**config.mk**
```make
export PLATFORM = sky130hd
export DESIGN_NAME = ram_port_arbiter
export DESIGN_NICKNAME = d
export VERILOG_FILES = /design/src/rtl/ram_arb_pkg.sv /design/src/rtl/rr_arb2.sv /design/src/rtl/ram_port_arbiter.sv
export SDC_FILE = /design/constraint.sdc
export NUM_CORES = 1
export LEC_CHECK = 0
export ABC_AREA = 1
export CAP_MARGIN = 30
export CELL_PAD_IN_SITES_DETAIL_PLACEMENT = 1
export CELL_PAD_IN_SITES_GLOBAL_PLACEMENT = 2
export CORE_MARGIN = 2
export CORE_UTILIZATION = 18
export CTS_BUF_LIST = sky130_fd_sc_hd__clkbuf_16
export CTS_CLUSTER_SIZE = 8
export DETAILED_ROUTE_END_ITERATION = 8
export HOLD_SLACK_MARGIN = 0.02
export PLACE_DENSITY = 0.83
export SYNTH_ARGS = -nofsm -noshare
export SYNTH_HDL_FRONTEND = slang
export SYNTH_SLANG_ARGS = --single-unit
```
**constraint.sdc**
```tcl
create_clock -name clock -period 2.4 [get_ports clock]
set_clock_uncertainty 0.1 [all_clocks]
set_input_delay 0.48 -clock clock [delete_from_list [all_inputs] [get_ports clock]]
set_output_delay 0.48 -clock clock [all_outputs]
set_load 0.01 [all_outputs]
```
**src/rtl/ram_arb_pkg.sv**
```systemverilog
// Shared sizing constants for the dual-port RAM arbiter and its round-robin cells.
package ram_arb_pkg;

  localparam int unsigned ADDR_W_DEF = 12;
  localparam int unsigned DATA_W_DEF = 64;
  localparam int unsigned NUM_REQ    = 2;
  localparam int unsigned HAZ_W      = 16;

endpackage : ram_arb_pkg

```
**src/rtl/rr_arb2.sv**
```systemverilog
// Two-requester round-robin arbiter: combinational grant, pointer flips after each grant.
module rr_arb2
  import ram_arb_pkg::*;
(
  input  logic               clock,
  input  logic               reset_n,
  input  logic [NUM_REQ-1:0] req,
  input  logic               advance,
  output logic [NUM_REQ-1:0] gnt
);

  // ptr == 1 means requester 1 wins a tie
  logic ptr;

  always_comb begin
    gnt = '0;
    case (req)
      2'b01:   gnt = 2'b01;
      2'b10:   gnt = 2'b10;
      2'b11:   gnt = ptr ? 2'b10 : 2'b01;
      default: gnt = '0;
    endcase
  end

  // After a grant, favour whichever requester did not just win
  always_ff @(posedge clock or negedge reset_n) begin
    if (!reset_n) begin
      ptr <= 1'b0;
    end else if (advance && (|gnt)) begin
      ptr <= gnt[0];
    end
  end

endmodule : rr_arb2

```
**src/rtl/ram_port_arbiter.sv**
```systemverilog
// Arbitrates two writers and two readers onto a single-write/single-read RAM,
// stalling a read that collides with a same-cycle write to the same address.
module ram_port_arbiter
  import ram_arb_pkg::*;
#(
  parameter int unsigned ADDR_W = ADDR_W_DEF,
  parameter int unsigned DATA_W = DATA_W_DEF
) (
  input  logic                      clock,
  input  logic                      reset_n,
  input  logic [NUM_REQ-1:0]        wr_req,
  input  logic [NUM_REQ*ADDR_W-1:0] wr_addr,
  input  logic [NUM_REQ*DATA_W-1:0] wr_data,
  output logic [NUM_REQ-1:0]        wr_gnt,
  input  logic [NUM_REQ-1:0]        rd_req,
  input  logic [NUM_REQ*ADDR_W-1:0] rd_addr,
  output logic [NUM_REQ-1:0]        rd_gnt,
  output logic [NUM_REQ-1:0]        rd_valid,
  output logic [DATA_W-1:0]         rd_data,
  output logic                      write,
  output logic [ADDR_W-1:0]         wr_address,
  output logic [DATA_W-1:0]         data_in,
  output logic                      read,
  output logic [ADDR_W-1:0]         rd_address,
  input  logic [DATA_W-1:0]         data_out,
  output logic [HAZ_W-1:0]          hazard_cnt
);

  logic [NUM_REQ-1:0] wr_cand;
  logic [NUM_REQ-1:0] rd_cand;
  logic [ADDR_W-1:0]  wr_sel_addr;
  logic [DATA_W-1:0]  wr_sel_data;
  logic [ADDR_W-1:0]  rd_sel_addr;
  logic               hazard;
  logic               rd_advance;
  logic [NUM_REQ-1:0] rd_inflight;

  rr_arb2 u_wr_arb (
    .clock   (clock),
    .reset_n (reset_n),
    .req     (wr_req),
    .advance (1'b1),
    .gnt     (wr_cand)
  );

  rr_arb2 u_rd_arb (
    .clock   (clock),
    .reset_n (reset_n),
    .req     (rd_req),
    .advance (rd_advance),
    .gnt     (rd_cand)
  );

  // Select the candidate requester's payload on each port
  always_comb begin
    wr_sel_addr = wr_cand[1] ? wr_addr[2*ADDR_W-1:ADDR_W] : wr_addr[ADDR_W-1:0];
    wr_sel_data = wr_cand[1] ? wr_data[2*DATA_W-1:DATA_W] : wr_data[DATA_W-1:0];
    rd_sel_addr = rd_cand[1] ? rd_addr[2*ADDR_W-1:ADDR_W] : rd_addr[ADDR_W-1:0];
  end

  // A read to the address being written this cycle waits one cycle so it sees the new data
  always_comb begin
    hazard     = reset_n && (|wr_cand) && (|rd_cand) && (rd_sel_addr == wr_sel_addr);
    rd_advance = !hazard;
    wr_gnt     = wr_cand & {NUM_REQ{reset_n}};
    rd_gnt     = hazard ? '0 : (rd_cand & {NUM_REQ{reset_n}});
  end

  assign rd_data = data_out;

  always_ff @(posedge clock or negedge reset_n) begin
    if (!reset_n) begin
      write       <= 1'b0;
      wr_address  <= '0;
      data_in     <= '0;
      read        <= 1'b0;
      rd_address  <= '0;
      rd_inflight <= '0;
      rd_valid    <= '0;
      hazard_cnt  <= '0;
    end else begin
      write       <= |wr_gnt;
      read        <= |rd_gnt;
      rd_inflight <= rd_gnt;
      rd_valid    <= rd_inflight;
      if (|wr_gnt) begin
        wr_address <= wr_sel_addr;
        data_in    <= wr_sel_data;
      end
      if (|rd_gnt) begin
        rd_address <= rd_sel_addr;
      end
      if (hazard && (hazard_cnt != {HAZ_W{1'b1}})) begin
        hazard_cnt <= hazard_cnt + HAZ_W'(1);
      end
    end
  end

endmodule : ram_port_arbiter

```
Word-level counts from Yosys, hierarchy flattened
Index checks and enable logic that the tools add are counted.
- word-level logic and storage cells: 39
- output and inout bits: 176
- register bits: 112
- reduce and logical (&&, ||, !) cells: 10
- bitwise gates (word level): 2
- muxes and demuxes: 8
- equality and inequality tests: 8
- add/subtract/negate cells: 1
- operator list (cell ; number):
    two-way mux 64 bit ; 1
    two-way mux 12 bit ; 2
    adder 16 x 1 -> 16 bit, second input constant ; 1
    inequality test 16 bit, second input constant ; 1
    == test 12 bit ; 1
    case mux 2 bit (3 select lines) ; 2
    == test 2 bit, second input constant ; 4
    OR reduction 2 bit ; 4
    two-way mux 2 bit ; 3
    logical AND 1 bit ; 5
    AND 2 bit ; 2
    == test 2 x 1 -> 1 bit, second input constant ; 2
    logical NOT 1 bit ; 1

Logic depth before layout (Yosys ltp)
- depth in word-level cells: 8
- mapped depth: 16
- mapped depth without buffers: 14

Hierarchy
A second synthesis with hierarchy kept.
- cells, all modules: 946
- area, all modules: 6947.9 µm²
- modules (own cells, without submodules) (module ; area an instance (µm²) ; cells an instance ; sequential area each (µm²) ; instances):
    ram_port_arbiter ; 6827.8 ; 930 ; 2752.6 ; 1
    rr_arb2 ; 60.1 ; 8 ; 25.0 ; 2

Worst setup path before layout
OpenSTA, ideal clock, no wires.
- path kind: input to output
- start: input wr_req[0]
- end: output rd_gnt[0]
- cell stages on the path: 13
- data arrival time: 1.707 ns
- setup slack: 0.113 ns
- path buffers: 2
- cell sequence: inv_1 > nand2_1 > buf_4 > buf_4 > nand3b_1 > nand2_1 > nand2_1 > nand2_2 > nand3_2 > nor2_4 > nand2_4 > nand2_1 > nor2_1
- word-level cells in the longest chain between the ends: 7
- ends and longest elaborated chain (item ; RTL line ; source):
    from (decl) ; ram_port_arbiter.sv:11 ; input logic [NUM_REQ-1:0] wr_req,
    == test 2 bit or == test 2 x 1 -> 1 bit (tied branches) ; rr_arb2.sv:17 ; case (req)
    case mux 2 bit (3 select lines) * ; rr_arb2.sv:17 ;
    branches (longest 3 deep; another with two-way mux 12 bit) ; - ;
    logical AND 1 bit * ; ram_port_arbiter.sv:63 ; hazard = reset_n && (|wr_cand) && (|rd_cand) && (rd_sel_addr == wr_sel_addr);
    two-way mux 2 bit * ; ram_port_arbiter.sv:66 ; rd_gnt = hazard ? '0 : (rd_cand & {NUM_REQ{reset_n}});
    to (decl) ; ram_port_arbiter.sv:17 ; output logic [NUM_REQ-1:0] rd_gnt,
Mark *: on every way between the ends.

Worst setup path in the final report
- start: register u_wr_arb.ptr
- end: output rd_gnt[0]
- word-level cells in the longest chain between the ends: 7
- ends and longest elaborated chain (item ; RTL line ; source):
    from (decl) ; rr_arb2.sv:13 ; logic ptr;
    from (signal assigned) ; rr_arb2.sv:30 ; ptr <= gnt[0];
    two-way mux 2 bit * ; rr_arb2.sv:20 ; 2'b11: gnt = ptr ? 2'b10 : 2'b01;
    case mux 2 bit (3 select lines) * ; rr_arb2.sv:17 ;
    branches (longest 3 deep; another with two-way mux 12 bit) ; - ;
    logical AND 1 bit * ; ram_port_arbiter.sv:63 ;
    two-way mux 2 bit * ; ram_port_arbiter.sv:66 ;
Marked as above.

==> out/results.txt <==
Comb power frac - 36.4%
Final Hold Violating Endpoints - 0
Failing checks - setup timing
Clock-pin slew of the registers on the worst-case setup and hold paths - 0.09 ns
Total routing resource utilization after global routing - 16.1%
Drt drc - 0
Share of layout cells above drive strength 1 - 13.8%
Crit. End Element - output pin
DRT Wirelength - 31900 microns
Run status - finished with violations
P&R area growth vs syn - 63.1%
Cell count after synthesis - 983
Pin count of the biggest net entering global routing - 65
Vertical extent of the die - 199 microns
Final-report max-slew violation count - 0
Half-perimeter wire length after placement - 24200 microns
Detailed-route via count - 7627
Mapped Area - 6850 sq um
Synthesis warning total - 0
Critical setup path kind - register to output pin
Register cell area after layout - 2800 sq um
Cts bufs inserted - 9
Area occupied by multi-input gates - 3330 sq um
Least-Margin Pin Slew - 0.755 ns
Initial core utilization - 18.2%
Total of flip-flops plus latches after synthesis - 112
Final Instance Area - 11200 sq um
Leakage power of the design - 5.15 nW
Number of port buffers - 293
# rows - 71
Net switching share of the total power - 33.8%
1st-pass router iterations - 4
Wire length per cell - 17.8 microns
Post-route worst setup slack - -0.300 ns
Final Cycle Share - 113%
Internal power summed over all cells - 4.12 mW
Highest routed metal layer - met4
Final-report setup violation count - 11
TritonCTS clock tree - built
Clock buffer depth - 2
Max-slew headroom - 49.7%
CTS Root Buffer Type - sky130_fd_sc_hd__clkbuf_16
Met2 layer wire length in the routed design - 16000 microns
Reg-to-reg endpoint - hazard_cnt[15]
Crit start category - register
Layout net count - 1522
Antenna violations before repair - 2
Largest fanout on the critical path - 6
Type of the most critical hold path - primary input to async pin
Number of routed nets with antenna violations - 0
Die Area - 39600 sq um
Switching power total - 2.11 mW
Worst-case reg-to-reg path depth - 19
Gp weighted congestion - 0.867
Largest vdd supply drop - 380 uV
Latest clock arrival within the worst-skew pair - 0.38 ns
Detailed Route Iter0 Violations - 257
Remaining global-route overflow - 0
Setup TNS Final - -2.49 ns
Sequential cell fraction of total power - 36.5%
Data arrival time of the critical path - 2.12 ns
Proportion of synthesized chip area in sequential cells - 40.9%
Core area - 37600 sq um
RSZ-0062 raised after global routing - yes
Net count after synthesis - 1230
Quantity of hold-fixing buffers added after cts - 0
Total I/O pin count - 422
Post-Syn Area per Cell - 6.97 sq um
Total power per unit cell area - 558 nW/um^2
Clock tree sinks - 112
Number of distinct library cells after synthesis - 28
Met1 routed wirelength after detailed routing - 12700 microns
Final critical-path required period - 2.70 ns
Highest attainable clock frequency - 370 MHz
R2r setup slk - -0.26 ns
Met3 Routed Length - 2300 microns
Number of global-route vias before repair - 8087
CTS HTree Levels - 3
Die X - 199 microns
Vias per std cell - 4.26
Wire length of the first global-routing pass - 47300 microns
Start of the worst register-to-register path - u_wr_arb.ptr
Placed cell areas - 10400 sq um
Data required time of the worst path - 1.82 ns
Clock network fraction of total power - 27.2%
Max-cap violations - 0
Fillers - 4565
[layout make-up]
cell class | instances | area share, %
well taps | 511 | 5.73
inverters | 68 | 2.31
flip-flops and latches | 112 | 25.1
repair buffers | 386 | 34.2
clock inverters | 7 | 0.784
clock buffers | 9 | 2.02
multi-input cells | 698 | 29.8
diodes | 1 | 0.0224
[power by group through the flow]
stage / combinational [mW] / clock (mW) / sequential, mW
CTS: 2.26 / 1.80 / 2.28
finish: 2.26 / 1.69 / 2.27
detailed placement: 2.11 / 0 / 2.31
floorplan: 0.812 / 0 / 2.39
global route: 2.47 / 1.84 / 2.30
global placement: 2.09 / 0 / 2.30
[stage by stage]
| step | hold slack [ns] | worst slack (ns) | power, mW | std cells | util (%) |
|---|---|---|---|---|---|
| 2_1_floorplan | 0.0844 | 0.113 | 3.21 | 983 | - |
| 3_3_place_gp | 0.255 | -0.990 | 4.39 | 1751 | 27.6 |
| 3_5_place_dp | 0.236 | -1.05 | 4.42 | 1751 | 27.6 |
| 4_1_cts | 0.242 | -0.326 | 6.33 | 1786 | 29.4 |
| 5_1_grt | 0.272 | -0.424 | 6.61 | 1791 | 29.7 |
| 6_report | 0.261 | -0.300 | 6.23 | 1792 | 29.7 |
[worst max path at each step]
stage | end | cells after the start | from
after floorplan | rd_gnt[0] | 13 | wr_req[0]
final | rd_gnt[0] | 12 | u_wr_arb.ptr
after global routing | rd_gnt[0] | 12 | u_wr_arb.ptr
after global placement | rd_gnt[1] | 14 | wr_req[1]
after CTS | rd_gnt[0] | 14 | u_rd_arb.ptr
after detailed placement | rd_gnt[1] | 14 | rd_req[1]
[logic make-up (layout without fill, tap and decap cells)]
logic type                 count (synthesis)  count (layout)  share of synthesized area [%]
AOI/OAI and AO/OA                         81              81                           7.14
other                                      0               1                              0
buffers and inverters                    176             470                           13.8
xor gates and xnor gates                   9               9                           1.15
DFF                                      112             112                           40.9
and+or+nand+nor                          604             607                           36.8
adders and majority gates                  1               1                          0.183
[cells in the final DEF, fill, tap and decap left out, types with 2 or more instances in the layout]
master                              n
sky130_fd_sc_hd__nand2_1          377
sky130_fd_sc_hd__clkdlybuf4s50_1  284
sky130_fd_sc_hd__dfrtp_1          112
sky130_fd_sc_hd__nor2_1            91
sky130_fd_sc_hd__buf_4             78
sky130_fd_sc_hd__inv_1             65
sky130_fd_sc_hd__a31oi_1           64
sky130_fd_sc_hd__nand3_1           34
sky130_fd_sc_hd__nand4_1           31
sky130_fd_sc_hd__nand2_2           29
sky130_fd_sc_hd__o21ai_0           14
sky130_fd_sc_hd__clkbuf_16         11
sky130_fd_sc_hd__nand3b_1           9
sky130_fd_sc_hd__nor2_2             9
sky130_fd_sc_hd__nand2_4            8
sky130_fd_sc_hd__buf_12             7
sky130_fd_sc_hd__nor3_1             5
sky130_fd_sc_hd__xnor2_1            5
sky130_fd_sc_hd__nor2_4             4
sky130_fd_sc_hd__xor2_1             4
sky130_fd_sc_hd__dlygate4sd2_1      4
sky130_fd_sc_hd__nand2_8            3
sky130_fd_sc_hd__buf_6              3
sky130_fd_sc_hd__inv_2              2
sky130_fd_sc_hd__nand3_2            2
sky130_fd_sc_hd__nor4_1             2
sky130_fd_sc_hd__nand4_4            2
sky130_fd_sc_hd__inv_6              2
sky130_fd_sc_hd__bufbuf_16          2
sky130_fd_sc_hd__buf_2              2
[synth_stat cells]
cell type                  count  area [sq um]
sky130_fd_sc_hd__buf_4        68           510
sky130_fd_sc_hd__buf_1         6          22.5
sky130_fd_sc_hd__xnor2_1       5          43.8
sky130_fd_sc_hd__a31oi_1      64           400
sky130_fd_sc_hd__dfrtp_1     112          2800
sky130_fd_sc_hd__o21ai_1       2          10.0
sky130_fd_sc_hd__nand4_2       1          12.5
sky130_fd_sc_hd__nand2_1     408          1530
sky130_fd_sc_hd__inv_1        68           255
sky130_fd_sc_hd__nand4_1      31           194
sky130_fd_sc_hd__nand3_2       2          20.0
sky130_fd_sc_hd__buf_6         3          33.8
sky130_fd_sc_hd__nor4_1        2          12.5
sky130_fd_sc_hd__buf_2         3          15.0
sky130_fd_sc_hd__nand3b_1      9          67.6
sky130_fd_sc_hd__nand3_4       1          17.5
sky130_fd_sc_hd__clkbuf_1     28           105
sky130_fd_sc_hd__o21ai_0      14          70.1
sky130_fd_sc_hd__xor2_1        4          35.0
sky130_fd_sc_hd__nand2_2       5          31.3
sky130_fd_sc_hd__o21ai_2       1          8.76
sky130_fd_sc_hd__nor2_1       99           372
sky130_fd_sc_hd__ha_1          1          12.5
sky130_fd_sc_hd__nor2_4        3          33.8
sky130_fd_sc_hd__nor2_2        2          12.5
sky130_fd_sc_hd__nand3_1      34           170
sky130_fd_sc_hd__nand2_4       2          22.5
sky130_fd_sc_hd__nor3_1        5          25.0
[repair_timing]
action                                 CTS  global route
pin swaps                               20             9
setup endpoints to repair               32            22
setup buffers                           13             3
resized for setup                       63            20
endpoints found under the hold margin    0             0
cloned                                   6             2
[critical path, cell delays in order (launching register included)]
cell,delay (ns)
sky130_fd_sc_hd__dfrtp_1,0.42
sky130_fd_sc_hd__buf_4,0.16
sky130_fd_sc_hd__o21ai_4,0.25
sky130_fd_sc_hd__nand2_1,0.11
sky130_fd_sc_hd__nand2_2,0.07
sky130_fd_sc_hd__nand2_1,0.06
sky130_fd_sc_hd__nand2_2,0.08
sky130_fd_sc_hd__nand3_2,0.10
sky130_fd_sc_hd__nor2_4,0.16
sky130_fd_sc_hd__nand2_4,0.07
sky130_fd_sc_hd__nand2_4,0.07
sky130_fd_sc_hd__nor2_2,0.05
sky130_fd_sc_hd__buf_2,0.13
[registers in the layout, summed over array words and instances (netlist names)]
| register | count |
|---|---|
| hazard_cnt | 16 |
| rd_valid | 2 |
| u_rd_arb.ptr | 1 |
| wr_address | 12 |
| rd_address | 12 |
| write | 1 |
| read | 1 |
| rd_inflight | 2 |
| u_wr_arb.ptr | 1 |
| data_in | 64 |
[layer usage]
metal  vias up  global-route usage, %
li1       3664                      -
met1      3656                   18.2
met2       251                   28.3
met3        56                   5.14
met4         0                   5.44
met5         -                      0
(Power assumes the default switching activity.)
